**config.mk**
```make
export PLATFORM = sky130hd
export DESIGN_NAME = bp_fe_bp_update_ctrl
export DESIGN_NICKNAME = d
export VERILOG_FILES = /design/src/rtl/bp_fe_bp_pkg.sv /design/src/rtl/bp_fe_bp_inflight_fifo.sv /design/src/rtl/bp_fe_bp_update_ctrl.sv
export SDC_FILE = /design/constraint.sdc
export NUM_CORES = 1
export LEC_CHECK = 0
export CORE_ASPECT_RATIO = 2
export CORE_MARGIN = 4
export CORE_UTILIZATION = 55
export DETAILED_ROUTE_END_ITERATION = 7
export PLACE_DENSITY_LB_ADDON = 0.08
export SYNTH_ARGS = -nofsm -noshare
export SYNTH_HDL_FRONTEND = slang
export SYNTH_SLANG_ARGS = --single-unit
```
**constraint.sdc**
```tcl
create_clock -name clk_i -period 3.3 [get_ports clk_i]
set_input_delay 0.66 -clock clk_i [delete_from_list [all_inputs] [get_ports clk_i]]
set_output_delay 0.66 -clock clk_i [all_outputs]
set_load 0.03 [all_outputs]
```
**src/rtl/bp_fe_bp_pkg.sv**
```systemverilog
// Shared constants for the gselect predictor update path.
// Counter saturation value, sliced to width by each user.
package bp_fe_bp_pkg;

    localparam int bp_stat_width_max_gp = 64;
    localparam logic [bp_stat_width_max_gp-1:0] bp_stat_sat_gp = '1;

    localparam int bp_bht_idx_width_gp = 9;
    localparam int bp_inflight_els_gp  = 8;

endpackage

```
**src/rtl/bp_fe_bp_inflight_fifo.sv**
```systemverilog
// In-order circular buffer of in-flight predictions.
// Pointers carry one extra wrap bit to tell full from empty.
module bp_fe_bp_inflight_fifo #(
    parameter int width_p = 10,
    parameter int els_p   = 8
) (
    input  logic               clk_i,
    input  logic               reset_i,
    input  logic               clear_i,
    input  logic               push_i,
    input  logic [width_p-1:0] data_i,
    input  logic               pop_i,
    output logic [width_p-1:0] data_o,
    output logic               full_o,
    output logic               empty_o
);

    localparam int addr_w_lp = $clog2(els_p);
    localparam int ptr_w_lp  = addr_w_lp + 1;

    logic [width_p-1:0]  mem_q [els_p];
    logic [ptr_w_lp-1:0] wr_ptr_q, wr_ptr_d;
    logic [ptr_w_lp-1:0] rd_ptr_q, rd_ptr_d;

    always_comb begin
        wr_ptr_d = wr_ptr_q;
        rd_ptr_d = rd_ptr_q;
        if (clear_i) begin
            wr_ptr_d = '0;
            rd_ptr_d = '0;
        end else begin
            if (push_i) wr_ptr_d = wr_ptr_q + 1'b1;
            if (pop_i)  rd_ptr_d = rd_ptr_q + 1'b1;
        end
    end

    always_ff @(posedge clk_i) begin
        if (reset_i) begin
            wr_ptr_q <= '0;
            rd_ptr_q <= '0;
        end else begin
            wr_ptr_q <= wr_ptr_d;
            rd_ptr_q <= rd_ptr_d;
        end
    end

    // Storage needs no reset; the pointers define what is valid.
    always_ff @(posedge clk_i) begin
        if (push_i) mem_q[wr_ptr_q[addr_w_lp-1:0]] <= data_i;
    end

    assign data_o  = mem_q[rd_ptr_q[addr_w_lp-1:0]];
    assign empty_o = (wr_ptr_q == rd_ptr_q);
    assign full_o  = (wr_ptr_q[addr_w_lp-1:0] == rd_ptr_q[addr_w_lp-1:0])
                   & (wr_ptr_q[addr_w_lp] != rd_ptr_q[addr_w_lp]);

endmodule

```
**src/rtl/bp_fe_bp_update_ctrl.sv**
```systemverilog
// Drives the gselect predictor write port from in-order branch resolutions,
// and keeps saturating prediction / accuracy counters.
module bp_fe_bp_update_ctrl
    import bp_fe_bp_pkg::*;
#(
    parameter int bht_idx_width_p = bp_bht_idx_width_gp,
    parameter int inflight_els_p  = bp_inflight_els_gp,
    parameter int stat_width_p    = 32
) (
    input  logic                       clk_i,
    input  logic                       reset_i,
    input  logic                       pred_v_i,
    input  logic [bht_idx_width_p-1:0] pred_idx_i,
    input  logic                       pred_taken_i,
    output logic                       pred_ready_o,
    input  logic                       res_v_i,
    input  logic                       res_taken_i,
    output logic                       res_ready_o,
    input  logic                       flush_i,
    output logic                       w_v_o,
    output logic [bht_idx_width_p-1:0] idx_w_o,
    output logic                       correct_o,
    output logic [stat_width_p-1:0]    n_pred_o,
    output logic [stat_width_p-1:0]    n_correct_o,
    output logic                       err_underflow_o
);

    typedef struct packed {
        logic [bht_idx_width_p-1:0] idx;
        logic                       taken;
    } bp_inflight_entry_s;

    localparam logic [stat_width_p-1:0] sat_lp =
        bp_stat_sat_gp[stat_width_p-1:0];

    bp_inflight_entry_s push_ent, head_ent;
    logic full, empty, push, pop;

    logic                       w_v_q, w_v_d;
    logic [bht_idx_width_p-1:0] idx_w_q, idx_w_d;
    logic                       correct_q, correct_d;
    logic [stat_width_p-1:0]    n_pred_q, n_pred_d;
    logic [stat_width_p-1:0]    n_correct_q, n_correct_d;
    logic                       err_q, err_d;

    // Flush drops a same-cycle push but still honours the pop.
    assign push = pred_v_i & ~full & ~flush_i;
    assign pop  = res_v_i & ~empty;

    assign push_ent.idx   = pred_idx_i;
    assign push_ent.taken = pred_taken_i;

    bp_fe_bp_inflight_fifo #(
        .width_p ($bits(bp_inflight_entry_s)),
        .els_p   (inflight_els_p)
    ) fifo (
        .clk_i   (clk_i),
        .reset_i (reset_i),
        .clear_i (flush_i),
        .push_i  (push),
        .data_i  (push_ent),
        .pop_i   (pop),
        .data_o  (head_ent),
        .full_o  (full),
        .empty_o (empty)
    );

    always_comb begin
        w_v_d       = pop;
        idx_w_d     = '0;
        correct_d   = 1'b0;
        n_pred_d    = n_pred_q;
        n_correct_d = n_correct_q;
        err_d       = err_q | (res_v_i & empty);
        if (pop) begin
            idx_w_d   = head_ent.idx;
            correct_d = (head_ent.taken == res_taken_i);
            if (n_pred_q != sat_lp) n_pred_d = n_pred_q + 1'b1;
            if (correct_d && n_correct_q != sat_lp)
                n_correct_d = n_correct_q + 1'b1;
        end
    end

    always_ff @(posedge clk_i) begin
        if (reset_i) begin
            w_v_q       <= 1'b0;
            idx_w_q     <= '0;
            correct_q   <= 1'b0;
            n_pred_q    <= '0;
            n_correct_q <= '0;
            err_q       <= 1'b0;
        end else begin
            w_v_q       <= w_v_d;
            idx_w_q     <= idx_w_d;
            correct_q   <= correct_d;
            n_pred_q    <= n_pred_d;
            n_correct_q <= n_correct_d;
            err_q       <= err_d;
        end
    end

    assign pred_ready_o    = ~full;
    assign res_ready_o     = ~empty;
    assign w_v_o           = w_v_q;
    assign idx_w_o         = idx_w_q;
    assign correct_o       = correct_q;
    assign n_pred_o        = n_pred_q;
    assign n_correct_o     = n_correct_q;
    assign err_underflow_o = err_q;

endmodule

```
==> results.txt, run 1 <==
----------------------------------------------------
[Pwr]
  Int Power ... 3.253 mW
  Pwr per Cell Area ... 470.9 mW/mm²
  Net Sw Power ... 1.002 mW
  Combinational cell fraction of total power ... 2.9%
  Leakage power figure ... 2.810 nW
  Clock network fraction of total power ... 45.8%
  Fraction of power consumed by sequential logic ... 51.3%
  Switching Fraction ... 23.54%
  Worst-case vdd ir drop ... 0.4630 mV

[Worst setup path]
  Kind of critical path ... flop to output pin
  End of the worst register-to-register path ... n_correct_o[18]$_SDFFE_PP0P_
  Critical path endpoint ... res_ready_o
  Critical path origin ... fifo.wr_ptr_q[1]$_SDFFE_PP0P_
  Critical path arrival ... 2170 ps
  Critical-path maximum fanout ... 8
  FF-to-FF path depth ... 5
  Slack of the worst reg-to-reg path ... 550 ps
  Critical Path Sink Type ... output pin
  Worst endpoint required time ... 2640 ps
  Worst setup SP type ... flop

[Finish]
  Number of standard cells in the final layout excluding fillers ... 890
  Antenna diodes ... 0
  Final Net Count ... 745
  Share of layout cells above drive strength 1 ... 13.28%
  P&R area growth vs syn ... 24.03%

[Flow run]
  # Max-Cap Violations ... 0

[Floorplan]
  Die area ... 0.01526 mm²
  Width of the chip ... 89.38 µm
  Placeable core region ... 0.01299 mm²
  Number of standard-cell rows in the floorplan ... 59
  Top-level I/O count ... 94
  Vertical die dimension ... 170.8 µm
  Initial core utilization ... 56.07%

[Route]
  Routed len/inst ... 18.33 µm
  Antenna Violating Nets Remaining ... 0
  Overall via count from detail_route ... 5444
  Wirelength, routed ... 16.32 mm
  Via density per instance ... 6.117
  Number of optimization iterations in the first detailed-route pass ... 5
  Detailed router's first-iteration violation count ... 289
  Count of unresolved DRC violations after routing ... 0

[Yosys]
  Warnings from Yosys ... 0
  Sequential cell area fraction in the yosys report ... 56.89%
  Top FF cell, synth ... sky130_fd_sc_hd__dfxtp_1
  Netlist cell types ... 47
  Count of flip-flops with a built-in enable after synthesis ... 80
  Number of nets in the synthesized netlist ... 649
  Largest area contributor in the synthesized netlist ... sky130_fd_sc_hd__edfxtp_1
  Most instantiated library cell after synthesis ... sky130_fd_sc_hd__dfxtp_1
  Synth top area share ... 32.98%
  Share of synthesized registers carrying an async set or reset ... 0%
  Ranking of synthesized cells by area ... sky130_fd_sc_hd__edfxtp_1 33%, sky130_fd_sc_hd__dfxtp_1 24%, sky130_fd_sc_hd__mux4_2 5.9%
  Post-Syn Instances ... 629
  Flops & latches, synth ... 167
  Avg Inst Size Synth ... 11.58 µm²
  Commonest cells post-synth ... 87 x sky130_fd_sc_hd__dfxtp_1, 80 x sky130_fd_sc_hd__edfxtp_1, 53 x sky130_fd_sc_hd__nor2_1
  Netlist area before placement ... 0.007284 mm²

[Clock network]
  CTS max path bufs ... 2
  Post-CTS Resized ... 0
  CTS tree ... yes
  H-tree depth ... 4
  Setup fix buffers added after clock tree synthesis ... 0
  CTS sink count ... 167
  Total clock buffers created by CTS ... 17
  Hold_buf cts ... 0
  Latest clock arrival within the worst-skew pair ... 420 ps
  Clock slew at reported path FFs ... 70 ps
  Master cell of the clock root buffer ... sky130_fd_sc_hd__clkbuf_16

[STA]
  Tightest slew margin relative to the limit ... 27.23%
  Final critical-path required period ... 2830 ps
  Tightest Pin Transition ... 1087 ps
  Count of pins over their slew limit ... 0
  Final setup violation count ... 0
  Unrepaired setup endpoints after global routing ... false
  Max Fclk ... 0.3534 GHz
  Final count of hold timing violations ... 0
  Worst clock skew ... 18.04 ps
  Final total negative setup slack ... 0 ps
  Period utilization ... 85.76%

[Global route]
  Overall Global Routing Usage ... 22.66%
  Global-route wire length before repair ... 26.39 mm
  Number of antenna violations at the first check in global routing ... 0
  Vias in the first global route ... 5281
  GRT overflow ... 0
  Largest net degree at the start of global routing ... 50

[Placed design]
  Cells after DPL ... 858
  Number of buffers inserted by port buffering ... 93
  Final weighted congestion of routability-driven global placement ... 0.8024
  Half-perimeter wire length after detailed placement ... 11.35 mm

[Outcome]
  Result of the run ... finished clean

[Hold path]
  Worst Hold Class ... flop to flop

----------------------------------------------------
## power groups by stage
stage,registers [mW],clock network [mW],logic [mW]
floorplan,2.24,0,0.0575
global placement,2.23,0,0.118
detailed placement,2.23,0,0.122
CTS,2.18,1.99,0.122
global route,2.18,2.07,0.133
finish,2.18,1.95,0.122
## cell families (layout without fill, tap and decap cells)
family | Yosys count | after routing | synth area share [%]
flops | 167 | 167 | 56.89
mux | 49 | 49 | 10.62
fa+ha+maj | 4 | 4 | 0.6871
compound gates | 108 | 108 | 9.172
xor+xnor | 11 | 11 | 1.426
simple gates | 242 | 242 | 18.34
buf+inv | 48 | 157 | 2.868
## metrics by stage
| stage | hold slack (ps) | utilization [%] | instance area (µm²) | setup WS [ps] | power [mW] |
|---|---|---|---|---|---|
| finish | 486.5 | 69.54 | 9035 | 470.0 | 4.255 |
| global route | 516.7 | 69.54 | 9035 | 381.2 | 4.386 |
| CTS | 494.3 | 69.54 | 9035 | 456.1 | 4.296 |
| detailed placement | 477.6 | 64.94 | 8437 | 432.6 | 2.353 |
| global placement | 458.5 | 64.94 | 8437 | 499.7 | 2.348 |
| floorplan | 494.7 | - | 7284 | 645.6 | 2.294 |
## registers in the layout, indices dropped and copies added, names as in the netlist, named ones only
name	flops
correct_o	1
err_underflow_o	1
fifo.mem_q	80
fifo.rd_ptr_q	4
fifo.wr_ptr_q	4
idx_w_o	9
n_correct_o	32
n_pred_o	32
w_v_o	1
## layout make-up
cell class,instances,area [µm²]
fillers,952,3958
repair buffers,113,1089
inverters,12,45.04
clock buffers,17,425.4
well taps,152,190.2
clock inverters,15,172.7
multi-input cells,414,2969
flip-flops and latches,167,4144
## worst max-delay path, cell delays in order (launching register included)
cell and delay (ps):
sky130_fd_sc_hd__dfxtp_1 500, sky130_fd_sc_hd__xor2_2 330, sky130_fd_sc_hd__nor2_1 130, sky130_fd_sc_hd__nand3_1 100, sky130_fd_sc_hd__clkdlybuf4s50_1 680
## routing by layer
layer,vias to the layer above,global-route usage (%),wire length [µm]
li1,2614,-,-
met1,2650,25.38,6004
met2,151,41.25,9187
met3,29,4.289,765
met4,0,8.620,360
met5,-,0,0
## how the worst min path moves through the flow
stage,from,endpoint,slack [ps],cells past startpoint
after CTS,err_underflow_o$_SDFF_PP0_,err_underflow_o$_SDFF_PP0_,490,2
after global placement,err_underflow_o$_SDFF_PP0_,err_underflow_o$_SDFF_PP0_,460,2
after global routing,err_underflow_o$_SDFF_PP0_,err_underflow_o$_SDFF_PP0_,520,2
after detailed placement,err_underflow_o$_SDFF_PP0_,err_underflow_o$_SDFF_PP0_,480,2
final,err_underflow_o$_SDFF_PP0_,err_underflow_o$_SDFF_PP0_,490,2
after floorplan,fifo.rd_ptr_q[3]$_SDFFE_PP0P_,fifo.rd_ptr_q[3]$_SDFFE_PP0P_,490,2
## cell usage in the layout, fill, tap and decap left out, types with 5 or more instances in the layout
cell type	Yosys	final
sky130_fd_sc_hd__mux2i_1	12	12
sky130_fd_sc_hd__o21ai_0	15	15
sky130_fd_sc_hd__xnor2_1	5	5
sky130_fd_sc_hd__nor2_1	53	53
sky130_fd_sc_hd__nor2b_1	15	15
sky130_fd_sc_hd__nand4_1	18	18
sky130_fd_sc_hd__a21oi_1	48	48
sky130_fd_sc_hd__dfxtp_1	87	87
sky130_fd_sc_hd__or3_1	18	18
sky130_fd_sc_hd__mux4_2	19	19
sky130_fd_sc_hd__nor3_1	10	9
sky130_fd_sc_hd__or4_1	36	36
sky130_fd_sc_hd__edfxtp_1	80	80
sky130_fd_sc_hd__xor2_1	5	5
sky130_fd_sc_hd__nand3_1	25	25
sky130_fd_sc_hd__and3_1	5	5
sky130_fd_sc_hd__buf_4	0	19
sky130_fd_sc_hd__nand2_1	30	30
sky130_fd_sc_hd__inv_8	0	6
sky130_fd_sc_hd__inv_1	12	12
sky130_fd_sc_hd__o31ai_1	36	36
sky130_fd_sc_hd__clkbuf_16	0	17
sky130_fd_sc_hd__nor4_1	13	12
sky130_fd_sc_hd__mux2_2	13	13
sky130_fd_sc_hd__clkdlybuf4s50_1	0	92
(Power assumes the default switching activity.)
==> run 2, diff against run 1 <==
--- a/config.mk
+++ b/config.mk
@@ -7,7 +7,7 @@
 export LEC_CHECK = 0
 export CORE_ASPECT_RATIO = 2
 export CORE_MARGIN = 4
-export CORE_UTILIZATION = 55
+export CORE_UTILIZATION = 45
 export DETAILED_ROUTE_END_ITERATION = 7
 export PLACE_DENSITY_LB_ADDON = 0.08
 export SYNTH_ARGS = -nofsm -noshare
==> run 2 against run 1 <==
  * Routed wire length grew 4.6%
  * Clock-buffer cell count grew 1
  * Final cell count grew 6.4%
  * Register-to-register slack lost 80 ps
  * Hold slack gained 17 ps
  * Setup slack lost 140 ps
  * Sequential cell count is the same
  * Non-clock buffer count grew 8
  * Clock skew shrank 9.3 ps
  * Critical endpoint is now pred_ready_o
  * Critical path type unchanged
==> results.txt, run 2 (same netlist as run 1, synthesis figures left out) <==
----------------------------------------------------
[Hold path]
  WHS Path Cells ... 2
  Startpoint of the most critical hold path ... n_pred_o[31]$_SDFFE_PP0P_
  End point of the most critical hold path ... n_pred_o[31]$_SDFFE_PP0P_
  Worst Hold Class ... flop to flop

[Route]
  Wirelength, routed ... 17.07 mm
  Via density per instance ... 5.790
  Detailed router's first-iteration violation count ... 169
  Antenna Violating Nets Remaining ... 0
  Count of unresolved DRC violations after routing ... 0
  Overall via count from detail_route ... 5483
  Routed len/inst ... 18.03 µm
  Number of optimization iterations in the first detailed-route pass ... 6

[Floorplan]
  Width of the chip ... 97.97 µm
  Die area ... 0.01841 mm²
  Vertical die dimension ... 187.9 µm
  Placeable core region ... 0.01586 mm²
  Number of standard-cell rows in the floorplan ... 65
  Initial core utilization ... 45.93%
  Top-level I/O count ... 94

[Worst setup path]
  Critical path arrival ... 2310 ps
  End of the worst register-to-register path ... n_correct_o[8]$_SDFFE_PP0P_
  Critical-path maximum fanout ... 6
  Kind of critical path ... flop to output pin
  Worst endpoint required time ... 2640 ps
  Worst setup SP type ... flop
  FF-to-FF path depth ... 5
  Critical Path Sink Type ... output pin
  Slack of the worst reg-to-reg path ... 470 ps

[Clock network]
  CTS max path bufs ... 2
  Master cell of the clock root buffer ... sky130_fd_sc_hd__clkbuf_16
  CTS tree ... yes
  Setup fix buffers added after clock tree synthesis ... 0
  Latest clock arrival within the worst-skew pair ... 420 ps
  Total clock buffers created by CTS ... 17
  CTS sink count ... 167
  Clock slew at reported path FFs ... 70 ps
  Post-CTS Resized ... 0
  Hold_buf cts ... 0
  H-tree depth ... 4

[STA]
  Final critical-path required period ... 2971 ps
  Tightest slew margin relative to the limit ... 25.83%
  Count of pins over their slew limit ... 0
  Tightest Pin Transition ... 1098 ps
  Final setup violation count ... 0
  Period utilization ... 90.04%
  Final total negative setup slack ... 0 ps
  Final count of hold timing violations ... 0
  Max Fclk ... 0.3366 GHz
  Smallest hold slack ... 503.5 ps
  Unrepaired setup endpoints after global routing ... false
  Worst clock skew ... 8.784 ps

[Finish]
  Final Net Count ... 753
  Fill count ... 1378
  Area of all placed cells without fillers ... 0.009160 mm²
  Leading cell type in the layout, fill and taps excluded ... sky130_fd_sc_hd__clkdlybuf4s50_1
  Antenna diodes ... 0
  P&R area growth vs syn ... 25.75%
  Core Util, Final ... 57.76%
  Flip-flop count of the largest register, all copies and words added ... 80
  Highest-count cells in the layout ignoring fill and taps ... 92 x sky130_fd_sc_hd__clkdlybuf4s50_1, 87 x sky130_fd_sc_hd__dfxtp_1, 80 x sky130_fd_sc_hd__edfxtp_1, 53 x sky130_fd_sc_hd__nor2_1, 48 x sky130_fd_sc_hd__a21oi_1
  Share of layout cells above drive strength 1 ... 14.21%

[Pwr]
  Leakage power figure ... 2.855 nW
  Pwr per Cell Area ... 480.5 mW/mm²
  Worst-case vdd ir drop ... 0.4712 mV
  Overall Power ... 4.401 mW

[Global route]
  Number of antenna violations at the first check in global routing ... 0
  GRT overflow ... 0
  Global-route wire length before repair ... 27.66 mm
  Overall Global Routing Usage ... 18.84%
  Largest net degree at the start of global routing ... 50
  Vias in the first global route ... 5365

[Flow run]
  # Max-Cap Violations ... 0

[Outcome]
  Result of the run ... finished clean

[Placed design]
  Final weighted congestion of routability-driven global placement ... 0.8089
  Half-perimeter wire length after detailed placement ... 12.22 mm
  Instance area at placement ... 0.008537 mm²
  Number of buffers inserted by port buffering ... 93

----------------------------------------------------
[run 2: changes by cell type in the layout (fill, tap and decap cells not counted), sizes merged]
cell	previous run	this run
clkinvlp	0	1
inv	20	19
clkinv	7	3
buf	21	29
clkbuf	17	18
bufinv	0	3
[run 2: worst max-delay path: stages (launching register included)]
cell	delay, ps
sky130_fd_sc_hd__dfxtp_1	430
sky130_fd_sc_hd__xor2_1	470
sky130_fd_sc_hd__nor2_1	150
sky130_fd_sc_hd__nand3_1	160
sky130_fd_sc_hd__clkdlybuf4s50_1	690
[run 2: worst max path at each step]
stage	start	endpoint	slack, ps	depth (start not counted)
3_3_place_gp	res_v_i	n_pred_o[31]$_SDFFE_PP0P_	510	5
4_1_cts	fifo.wr_ptr_q[0]$_SDFFE_PP0P_	pred_ready_o	330	4
5_1_grt	fifo.wr_ptr_q[0]$_SDFFE_PP0P_	pred_ready_o	200	4
6_report	fifo.wr_ptr_q[0]$_SDFFE_PP0P_	pred_ready_o	330	4
3_5_place_dp	res_v_i	n_pred_o[19]$_SDFFE_PP0P_	430	5
2_1_floorplan	fifo.wr_ptr_q[2]$_SDFFE_PP0P_	fifo.mem_q[7][0]$_DFFE_PP_	650	4
[run 2: layout make-up]
class	count	area [µm²]	area share, %
multi-input cells	414	2960	32.32
well taps	201	251.5	2.746
clock inverters	14	183.9	2.008
clock buffers	18	439.2	4.794
flip-flops and latches	167	4144	45.24
inverters	12	45.04	0.4917
repair buffers	121	1136	12.40
[run 2: layer usage]
metal  wire (µm)  GRT usage [%]  part of all wire, %  up-vias
li1            -              -                    -     2634
met1        6440          20.30                   38     2698
met2        9501          34.56                   56      126
met3         713          4.468                  4.2       25
met4         415          7.947                  2.4        0
met5           0              0                    0        -
[run 2: where the power goes]
| part | internal [mW] | total, mW | switching, mW |
|---|---|---|---|
| clock | 1.23 | 2.10 | 0.863 |
| combinational | 0.0488 | 0.120 | 0.0717 |
| sequential | 2.18 | 2.19 | 0.00633 |
[run 2: stage by stage]
stage,setup slack (ps),std cells
after floorplan,645.6,629
after global placement,511.0,915
after detailed placement,432.0,915
after CTS,329.9,947
after global routing,195.7,947
final,328.8,947
